<file path="src/rtl/top_level_pkg.sv">
// Shared constants and helpers for the four-lane parallel adder array.
package top_level_pkg;

    localparam int DATA_W         = 8;
    localparam int SUM_W          = DATA_W + 1;
    localparam int LANES          = 4;
    localparam int PAIRS_PER_LANE = 3;

    // Index of each adder pair within a lane: g = a+b, h = c+d, i = e+f.
    typedef enum logic [1:0] {
        PAIR_G = 2'd0,
        PAIR_H = 2'd1,
        PAIR_I = 2'd2
    } pair_e;

    // Zero-extending add at the package width; the carry lands in the MSB.
    function automatic logic [SUM_W-1:0] zext_add(
        input logic [DATA_W-1:0] x,
        input logic [DATA_W-1:0] y
    );
        return {1'b0, x} + {1'b0, y};
    endfunction

endpackage

</file>
<file path="src/rtl/top_level_if.sv">
// Operand/result bundle between the upstream stage, the adder array and
// the downstream consumer. The slave side is the adder array.
interface top_level_if
    import top_level_pkg::*;
#(
    parameter int DATA_W = top_level_pkg::DATA_W
);

    logic              in_valid;
    logic [DATA_W-1:0] a1, a2, a3, a4;
    logic [DATA_W-1:0] b1, b2, b3, b4;
    logic [DATA_W-1:0] c1, c2, c3, c4;
    logic [DATA_W-1:0] d1, d2, d3, d4;
    logic [DATA_W-1:0] e1, e2, e3, e4;
    logic [DATA_W-1:0] f1, f2, f3, f4;

    logic              out_valid;
    logic [DATA_W:0]   g1, g2, g3, g4;
    logic [DATA_W:0]   h1, h2, h3, h4;
    logic [DATA_W:0]   i1, i2, i3, i4;

    // Upstream producer / downstream consumer view.
    modport master (
        output in_valid,
        output a1, a2, a3, a4, b1, b2, b3, b4,
        output c1, c2, c3, c4, d1, d2, d3, d4,
        output e1, e2, e3, e4, f1, f2, f3, f4,
        input  out_valid,
        input  g1, g2, g3, g4, h1, h2, h3, h4,
        input  i1, i2, i3, i4
    );

    // Adder array view.
    modport slave (
        input  in_valid,
        input  a1, a2, a3, a4, b1, b2, b3, b4,
        input  c1, c2, c3, c4, d1, d2, d3, d4,
        input  e1, e2, e3, e4, f1, f2, f3, f4,
        output out_valid,
        output g1, g2, g3, g4, h1, h2, h3, h4,
        output i1, i2, i3, i4
    );

endinterface

</file>
<file path="src/rtl/add_reg.sv">
// One zero-extending adder feeding an enable-gated output register with
// synchronous active-low reset. The carry is kept, so the sum never wraps.
module add_reg #(
    parameter int DATA_W = 8
) (
    input  logic              clk,
    input  logic              rst_n,
    input  logic              en,
    input  logic [DATA_W-1:0] x,
    input  logic [DATA_W-1:0] y,
    output logic [DATA_W:0]   s
);

    logic [DATA_W:0] sum_next;

    // Widen both operands before adding so the carry out lands in the MSB.
    always_comb begin
        sum_next = {1'b0, x} + {1'b0, y};
    end

    // Register the sum only when enabled; operands are ignored otherwise,
    // so junk on x/y while idle never reaches s.
    always_ff @(posedge clk) begin
        if (!rst_n) begin
            s <= '0;
        end else if (en) begin
            s <= sum_next;
        end
    end

endmodule

</file>
<file path="src/rtl/top_level_module.sv">
// Four-lane array of twelve independent registered adders. Each lane holds
// the pairs g = a+b, h = c+d, i = e+f; results appear one clock after a
// valid operand set, with a registered copy of the valid strobe.
module top_level_module #(
    parameter int DATA_W = top_level_pkg::DATA_W
) (
    input  logic      clk,
    input  logic      rst_n,
    top_level_if.slave bus
);

    import top_level_pkg::*;

    logic [DATA_W-1:0] op_l [LANES][PAIRS_PER_LANE];
    logic [DATA_W-1:0] op_r [LANES][PAIRS_PER_LANE];
    logic [DATA_W:0]   sum  [LANES][PAIRS_PER_LANE];
    logic              valid_reg;

    // Gather the flat operand names into lane/pair arrays.
    assign op_l[0][PAIR_G] = bus.a1;  assign op_r[0][PAIR_G] = bus.b1;
    assign op_l[1][PAIR_G] = bus.a2;  assign op_r[1][PAIR_G] = bus.b2;
    assign op_l[2][PAIR_G] = bus.a3;  assign op_r[2][PAIR_G] = bus.b3;
    assign op_l[3][PAIR_G] = bus.a4;  assign op_r[3][PAIR_G] = bus.b4;

    assign op_l[0][PAIR_H] = bus.c1;  assign op_r[0][PAIR_H] = bus.d1;
    assign op_l[1][PAIR_H] = bus.c2;  assign op_r[1][PAIR_H] = bus.d2;
    assign op_l[2][PAIR_H] = bus.c3;  assign op_r[2][PAIR_H] = bus.d3;
    assign op_l[3][PAIR_H] = bus.c4;  assign op_r[3][PAIR_H] = bus.d4;

    assign op_l[0][PAIR_I] = bus.e1;  assign op_r[0][PAIR_I] = bus.f1;
    assign op_l[1][PAIR_I] = bus.e2;  assign op_r[1][PAIR_I] = bus.f2;
    assign op_l[2][PAIR_I] = bus.e3;  assign op_r[2][PAIR_I] = bus.f3;
    assign op_l[3][PAIR_I] = bus.e4;  assign op_r[3][PAIR_I] = bus.f4;

    // Twelve adders, all enabled by the same strobe so a set is captured
    // atomically; lanes and pairs never share logic.
    generate
        for (genvar gi = 0; gi < LANES; gi++) begin : g_lane
            for (genvar gj = 0; gj < PAIRS_PER_LANE; gj++) begin : g_pair
                add_reg #(
                    .DATA_W (DATA_W)
                ) u_add (
                    .clk   (clk),
                    .rst_n (rst_n),
                    .en    (bus.in_valid),
                    .x     (op_l[gi][gj]),
                    .y     (op_r[gi][gj]),
                    .s     (sum[gi][gj])
                );
            end
        end
    endgenerate

    // out_valid tracks in_valid with one cycle of delay; reset wins.
    always_ff @(posedge clk) begin
        if (!rst_n) begin
            valid_reg <= 1'b0;
        end else begin
            valid_reg <= bus.in_valid;
        end
    end

    assign bus.out_valid = valid_reg;

    // Scatter the registered sums back onto the flat result names.
    assign bus.g1 = sum[0][PAIR_G];
    assign bus.g2 = sum[1][PAIR_G];
    assign bus.g3 = sum[2][PAIR_G];
    assign bus.g4 = sum[3][PAIR_G];

    assign bus.h1 = sum[0][PAIR_H];
    assign bus.h2 = sum[1][PAIR_H];
    assign bus.h3 = sum[2][PAIR_H];
    assign bus.h4 = sum[3][PAIR_H];

    assign bus.i1 = sum[0][PAIR_I];
    assign bus.i2 = sum[1][PAIR_I];
    assign bus.i3 = sum[2][PAIR_I];
    assign bus.i4 = sum[3][PAIR_I];

endmodule

</file>
<file path="src/flat_wrapper.sv">
// flat-port wrapper written by rule: the top's interface ports become plain ports
module top_level_module_flat import top_level_pkg::*;
#(
    parameter int DATA_W = top_level_pkg::DATA_W
)
  (clk, rst_n, bus_in_valid, bus_a1, bus_a2, bus_a3, bus_a4, bus_b1, bus_b2, bus_b3, bus_b4, bus_c1, bus_c2, bus_c3, bus_c4, bus_d1, bus_d2, bus_d3, bus_d4, bus_e1, bus_e2, bus_e3, bus_e4, bus_f1, bus_f2, bus_f3, bus_f4, bus_out_valid, bus_g1, bus_g2, bus_g3, bus_g4, bus_h1, bus_h2, bus_h3, bus_h4, bus_i1, bus_i2, bus_i3, bus_i4);
  top_level_if #(.DATA_W(DATA_W)) bus_i ();
  input  logic clk;
  input  logic rst_n;
  input wire logic [$bits(bus_i.in_valid)-1:0] bus_in_valid;
  input wire logic [$bits(bus_i.a1)-1:0] bus_a1;
  input wire logic [$bits(bus_i.a2)-1:0] bus_a2;
  input wire logic [$bits(bus_i.a3)-1:0] bus_a3;
  input wire logic [$bits(bus_i.a4)-1:0] bus_a4;
  input wire logic [$bits(bus_i.b1)-1:0] bus_b1;
  input wire logic [$bits(bus_i.b2)-1:0] bus_b2;
  input wire logic [$bits(bus_i.b3)-1:0] bus_b3;
  input wire logic [$bits(bus_i.b4)-1:0] bus_b4;
  input wire logic [$bits(bus_i.c1)-1:0] bus_c1;
  input wire logic [$bits(bus_i.c2)-1:0] bus_c2;
  input wire logic [$bits(bus_i.c3)-1:0] bus_c3;
  input wire logic [$bits(bus_i.c4)-1:0] bus_c4;
  input wire logic [$bits(bus_i.d1)-1:0] bus_d1;
  input wire logic [$bits(bus_i.d2)-1:0] bus_d2;
  input wire logic [$bits(bus_i.d3)-1:0] bus_d3;
  input wire logic [$bits(bus_i.d4)-1:0] bus_d4;
  input wire logic [$bits(bus_i.e1)-1:0] bus_e1;
  input wire logic [$bits(bus_i.e2)-1:0] bus_e2;
  input wire logic [$bits(bus_i.e3)-1:0] bus_e3;
  input wire logic [$bits(bus_i.e4)-1:0] bus_e4;
  input wire logic [$bits(bus_i.f1)-1:0] bus_f1;
  input wire logic [$bits(bus_i.f2)-1:0] bus_f2;
  input wire logic [$bits(bus_i.f3)-1:0] bus_f3;
  input wire logic [$bits(bus_i.f4)-1:0] bus_f4;
  output wire logic [$bits(bus_i.out_valid)-1:0] bus_out_valid;
  output wire logic [$bits(bus_i.g1)-1:0] bus_g1;
  output wire logic [$bits(bus_i.g2)-1:0] bus_g2;
  output wire logic [$bits(bus_i.g3)-1:0] bus_g3;
  output wire logic [$bits(bus_i.g4)-1:0] bus_g4;
  output wire logic [$bits(bus_i.h1)-1:0] bus_h1;
  output wire logic [$bits(bus_i.h2)-1:0] bus_h2;
  output wire logic [$bits(bus_i.h3)-1:0] bus_h3;
  output wire logic [$bits(bus_i.h4)-1:0] bus_h4;
  output wire logic [$bits(bus_i.i1)-1:0] bus_i1;
  output wire logic [$bits(bus_i.i2)-1:0] bus_i2;
  output wire logic [$bits(bus_i.i3)-1:0] bus_i3;
  output wire logic [$bits(bus_i.i4)-1:0] bus_i4;
  assign bus_i.in_valid = bus_in_valid;
  assign bus_i.a1 = bus_a1;
  assign bus_i.a2 = bus_a2;
  assign bus_i.a3 = bus_a3;
  assign bus_i.a4 = bus_a4;
  assign bus_i.b1 = bus_b1;
  assign bus_i.b2 = bus_b2;
  assign bus_i.b3 = bus_b3;
  assign bus_i.b4 = bus_b4;
  assign bus_i.c1 = bus_c1;
  assign bus_i.c2 = bus_c2;
  assign bus_i.c3 = bus_c3;
  assign bus_i.c4 = bus_c4;
  assign bus_i.d1 = bus_d1;
  assign bus_i.d2 = bus_d2;
  assign bus_i.d3 = bus_d3;
  assign bus_i.d4 = bus_d4;
  assign bus_i.e1 = bus_e1;
  assign bus_i.e2 = bus_e2;
  assign bus_i.e3 = bus_e3;
  assign bus_i.e4 = bus_e4;
  assign bus_i.f1 = bus_f1;
  assign bus_i.f2 = bus_f2;
  assign bus_i.f3 = bus_f3;
  assign bus_i.f4 = bus_f4;
  assign bus_out_valid = bus_i.out_valid;
  assign bus_g1 = bus_i.g1;
  assign bus_g2 = bus_i.g2;
  assign bus_g3 = bus_i.g3;
  assign bus_g4 = bus_i.g4;
  assign bus_h1 = bus_i.h1;
  assign bus_h2 = bus_i.h2;
  assign bus_h3 = bus_i.h3;
  assign bus_h4 = bus_i.h4;
  assign bus_i1 = bus_i.i1;
  assign bus_i2 = bus_i.i2;
  assign bus_i3 = bus_i.i3;
  assign bus_i4 = bus_i.i4;
  top_level_module #(.DATA_W(DATA_W)) u_core (.clk(clk), .rst_n(rst_n), .bus(bus_i));
endmodule
</file>
<file path="config.mk">
export PLATFORM = sky130hd
export DESIGN_NAME = top_level_module_flat
export DESIGN_NICKNAME = d
export VERILOG_FILES = /design/src/rtl/top_level_pkg.sv /design/src/rtl/top_level_if.sv /design/src/rtl/add_reg.sv /design/src/rtl/top_level_module.sv /design/src/flat_wrapper.sv
export SDC_FILE = /design/constraint.sdc
export NUM_CORES = 1
export LEC_CHECK = 0
export ABC_AREA = 0
export ABC_CLOCK_PERIOD_IN_PS = 2100
export CAP_MARGIN = 30
export CORE_MARGIN = 5
export CORE_UTILIZATION = 35
export DETAILED_ROUTE_END_ITERATION = 8
export DONT_BUFFER_PORTS = 1
export PLACE_DENSITY_LB_ADDON = 0.1
export SYNTH_ARGS = -nofsm -noshare
export SYNTH_HDL_FRONTEND = slang
export SYNTH_HIERARCHICAL = 1
export SYNTH_SLANG_ARGS = --single-unit
</file>
<file path="constraint.sdc">
create_clock -name clk -period 2.1 [get_ports clk]
set_clock_uncertainty 0.1 [all_clocks]
set_input_delay 0.21 -clock clk [delete_from_list [all_inputs] [get_ports clk]]
set_output_delay 0.21 -clock clk [all_outputs]
set_load 0.005 [all_outputs]
</file>
==> results.md <==
Yosys:
- The count of mapped cells out of synthesis is 852.
- sky130_fd_sc_hd__dfxtp_1 is the most common cell in the netlist.
- The synthesized design spends more area on one cell type than any other, namely sky130_fd_sc_hd__dfxtp_1.
- The Yosys step of the flow raised 6 warnings.
- Yosys mapped a number of flops with a built-in enable equal to 0.
- Synthesis produced a netlist with a net count of about 1200.
- By area the synthesized netlist is led by sky130_fd_sc_hd__dfxtp_1 (28%), sky130_fd_sc_hd__ha_1 (15%), sky130_fd_sc_hd__a21oi_1 (3.2%).
- The synthesis-stage register bit count is about 110.
- Among all flip-flop cells after synthesis, the most frequent one is sky130_fd_sc_hd__dfxtp_1.
- The average footprint of a synthesized cell is 9.277 µm².
- The area share of the largest cell type after synthesis is 27.61%.
- The post-synthesis instance area is 7904 µm².
- The unique cell type count in the Yosys netlist is 46.
- After synthesis, the most frequently instantiated cells are sky130_fd_sc_hd__dfxtp_1 (109), sky130_fd_sc_hd__ha_1 (96), sky130_fd_sc_hd__a21oi_1 (51).
- Of the synthesized area, sequential elements account for between 20% and 30%.
- For this run, asynchronously set or reset flops after synthesis account for 0%.

Detailed routing:
- In this run the remaining antenna-violating nets after routing total 0.
- For this block, the initial DRC count from the detailed router was 380.
- In the final routed layout, each cell accounts on average for 20.29 µm.
- For this run, design rule violations remaining after detail routing come to 0.
- Detailed routing inserted a total of around 7000 vias.
- The pre-antenna-repair detailed-routing pass consisted of 4 iterations.
- The routed wire length is roughly 24000 µm.
- In the routed layout, each cell is associated on average with a via count of 5.851.

STA:
- The maximum clock rate is 491.0 MHz.
- The count of final hold-check violations is 0.
- The number of pins with negative max-slew slack in the final report is 0.
- Setup violations remaining at the end of the flow were counted as 0.
- The final critical path takes up a little over nine tenths of the cycle.
- The actual slew at the worst max-slew pin is approximately 0.64 ns.
- The worst-case headroom to the max-slew limit is 56.94%.
- After layout, the minimum clock period comes to 2.037 ns.
- After routing, the total negative slack on setup checks comes to 0 ns.

Power and ir drop:
- The sequential cell fraction of total power is between 40% and 50%.
- For this design the ratio of total power to cell area is 636.5 nW/µm².
- VDD sags by at most 0.3488 mV.
- Of the total power, combinational logic draws 25.8%.
- The analysis attributes to net switching a power of 1753 µW.
- The standby leakage power is 0.003773 µW.
- Summing internal, switching and leakage power gives 5730 µW.
- The part of the total power dissipated in the clock network is 31.5%.
- The switching fraction of total power is 30.59%.
- The internal power of the cells is 3977 µW.

Setup path:
- The critical path data arrival time is ~2.2 ns.
- The signal on the critical path passes through ha_1, fa_2, a211oi_2, o21bai_1, a211oi_1, o31ai_2, dlygate4sd3_1.
- Counting both buffers and inverters, the worst setup path holds a total of 1.
- The path type of the worst setup path is in2reg.
- The top cell family by delay on the critical path is compound AO/OA/AOI/OAI gates.
- In this run the worst path has a maximum fanout of 3.
- The worst setup path is launched from an input pin.
- Data on the critical path is required at its endpoint by 2.24 ns.
- The cell with the largest stage delay on the worst path is sky130_fd_sc_hd__dlygate4sd3_1.
- STA classifies the critical path endpoint as a register.
- The longest individual stage delay on the worst path is 0.55 ns.

GRT:
- The aggregate global routing overflow is 0.
- The met1 capacity usage during global routing is 22.08%.
- The number of antenna violations at the first check in global routing was 0.
- The first global-routing pass estimated 37320 µm of wire.
- The pin count of the biggest net entering global routing is between 100 and 150.
- The global-route met3 utilization is 6.168%.
- The aggregate global-route resource usage is approximately 18%.
- The via count of the first global-routing pass was 6797.
- In this run the most used layer during global routing was met2.
- Global routing consumed, on the met2 layer, between 20 and 30% of the routing resources.

Cells and area:
- The ratio of cells with drive above 1 in the final layout is 7.345%.
- Relative to the synthesized area, the layout overhead comes to 13.90%.
- The net count of the finished layout is 1183.
- The antenna diode instance count is 0.
- The number of inserted filler cells in the final layout is roughly 2200.

Clocking:
- The tree built by TritonCTS fans out to about 110 sinks.
- The clock reaches the later pin of the worst-skew pair after 0.35 ns.
- The cell chosen for the clock root is sky130_fd_sc_hd__clkbuf_16.
- TritonCTS created 9 clock buffers.
- The clock edge transition at the registers on the reported setup and hold paths is around 0.07 ns.
- The maximum clock path buffer count is 2.
- The H-tree was split into 3 levels.
- The clock tree from TritonCTS is done.

Run:
- The number of max-cap violations is 0.

Min path:
- The min-delay analysis places its worst path in the category in2reg.

Floorplan:
- Once the floorplan was initialized, standard cells occupied 35.23% of the core.
- The number of top-level pins is 304.
- The die covers 25690 µm².
- The number of core rows is 55.
- After floorplanning, the core was sized to cover 22430 µm².
- The die outline width is between 150 and 200 µm.
- The floorplan die height is 160.3 µm.

Place:
- The HPWL after detailed placement is ~16000 µm.
- At the end of routability-driven placement, the weighted congestion stood at 0.8796.
- The port buffer count is 0.

Outcome:
- The flow ran to the end, and the final reports show no timing, DRC or antenna violations.
## cells in the final DEF, fill, tap and decap left out, drive strengths merged, types with 25 or more instances in the layout
cell type,synthesis,final
dfxtp,109,109
ha,96,96
a21oi,51,51
dlygate4sd3,0,49
nand3,46,46
nand2,39,39
a211oi,36,36
nor2b,35,35
a21o,34,34
nand3b,33,33
o21ai,30,30
inv,24,25
## final cells by class
| type | instances | area [µm²] | share of cell area, % |
|---|---|---|---|
| Sequential cell | 109 | 2182 | 24.24 |
| Tap cell | 285 | 356.6 | 3.961 |
| Inverter | 24 | 90.09 | 1.001 |
| Timing Repair Buffer | 52 | 565.5 | 6.282 |
| Clock inverter | 4 | 55.05 | 0.6115 |
| Clock buffer | 12 | 246.5 | 2.738 |
| Multi-Input combinational cell | 684 | 5507 | 61.17 |
## flip-flops by register name, indices dropped and copies added (netlist names)
name and flops:
u_core/bus.out_valid 1, u_core/g_lane.g_pair.u_add/s 108
## cell families after synthesis
group	share of synthesized area [%]
buffers and inverters	3.040
DFF	27.61
and+or+nand+nor	16.88
AOI/OAI and AO/OA	29.21
muxes	3.372
xor gates and xnor gates	1.662
adders and majority gates	18.24
## final timing paths
kind | startpoint | end | slack (ns) | cells after the start
hold / removal | rst_n | u_core/g_lane[1].g_pair[0].u_add/s[8] | 0.02 | 2
setup reg to reg | u_core/g_lane[0].g_pair[0].u_add/s[4] | u_core/g_lane[0].g_pair[0].u_add/s[4] | 0.69 | 3
setup / recovery | bus_b1[0] | u_core/g_lane[0].g_pair[0].u_add/s[6] | 0.06 | 7
hold reg to reg | u_core/g_lane[1].g_pair[2].u_add/s[3] | u_core/g_lane[1].g_pair[2].u_add/s[3] | 0.41 | 2
## what timing repair did
| action | in CTS | in global routing |
|---|---|---|
| hold buffers | 52 | 0 |
| endpoints found under the hold margin | 101 | 0 |
| setup endpoints to repair | 0 | 6 |
| resized for setup | 0 | 8 |
| setup buffers | 0 | 0 |
## stage by stage
stage	hold WS (ns)	instance area, µm²	util, %	std cells	setup slack [ns]
after floorplan	0.2317	7904	-	852	0.2168
after detailed placement	0.2506	8110	36.15	1102	0.06898
after global routing	0.006288	9002	40.13	1170	-0.003220
after global placement	0.2500	8110	36.15	1102	0.08630
final	0.02391	9002	40.13	1170	0.06323
after CTS	0.0006779	8977	40.02	1170	0.02901
## per-layer routing
layer	part of all wire, %	up-vias
met5	0	-
met4	1.7	0
met3	8.2	20
met2	47	261
met1	43	3224
li1	-	3341
## power by group through the flow
stage               Clock, µW  Sequential [µW]  Combinational (µW)
finish                   1800             2450                1480
global route             1970             2480                1660
detailed placement          0             2510                1260
global placement            0             2510                1240
floorplan                   0             2420                1120
CTS                      1880             2460                1460
Note: power is estimated with default switching activity, not from simulation.
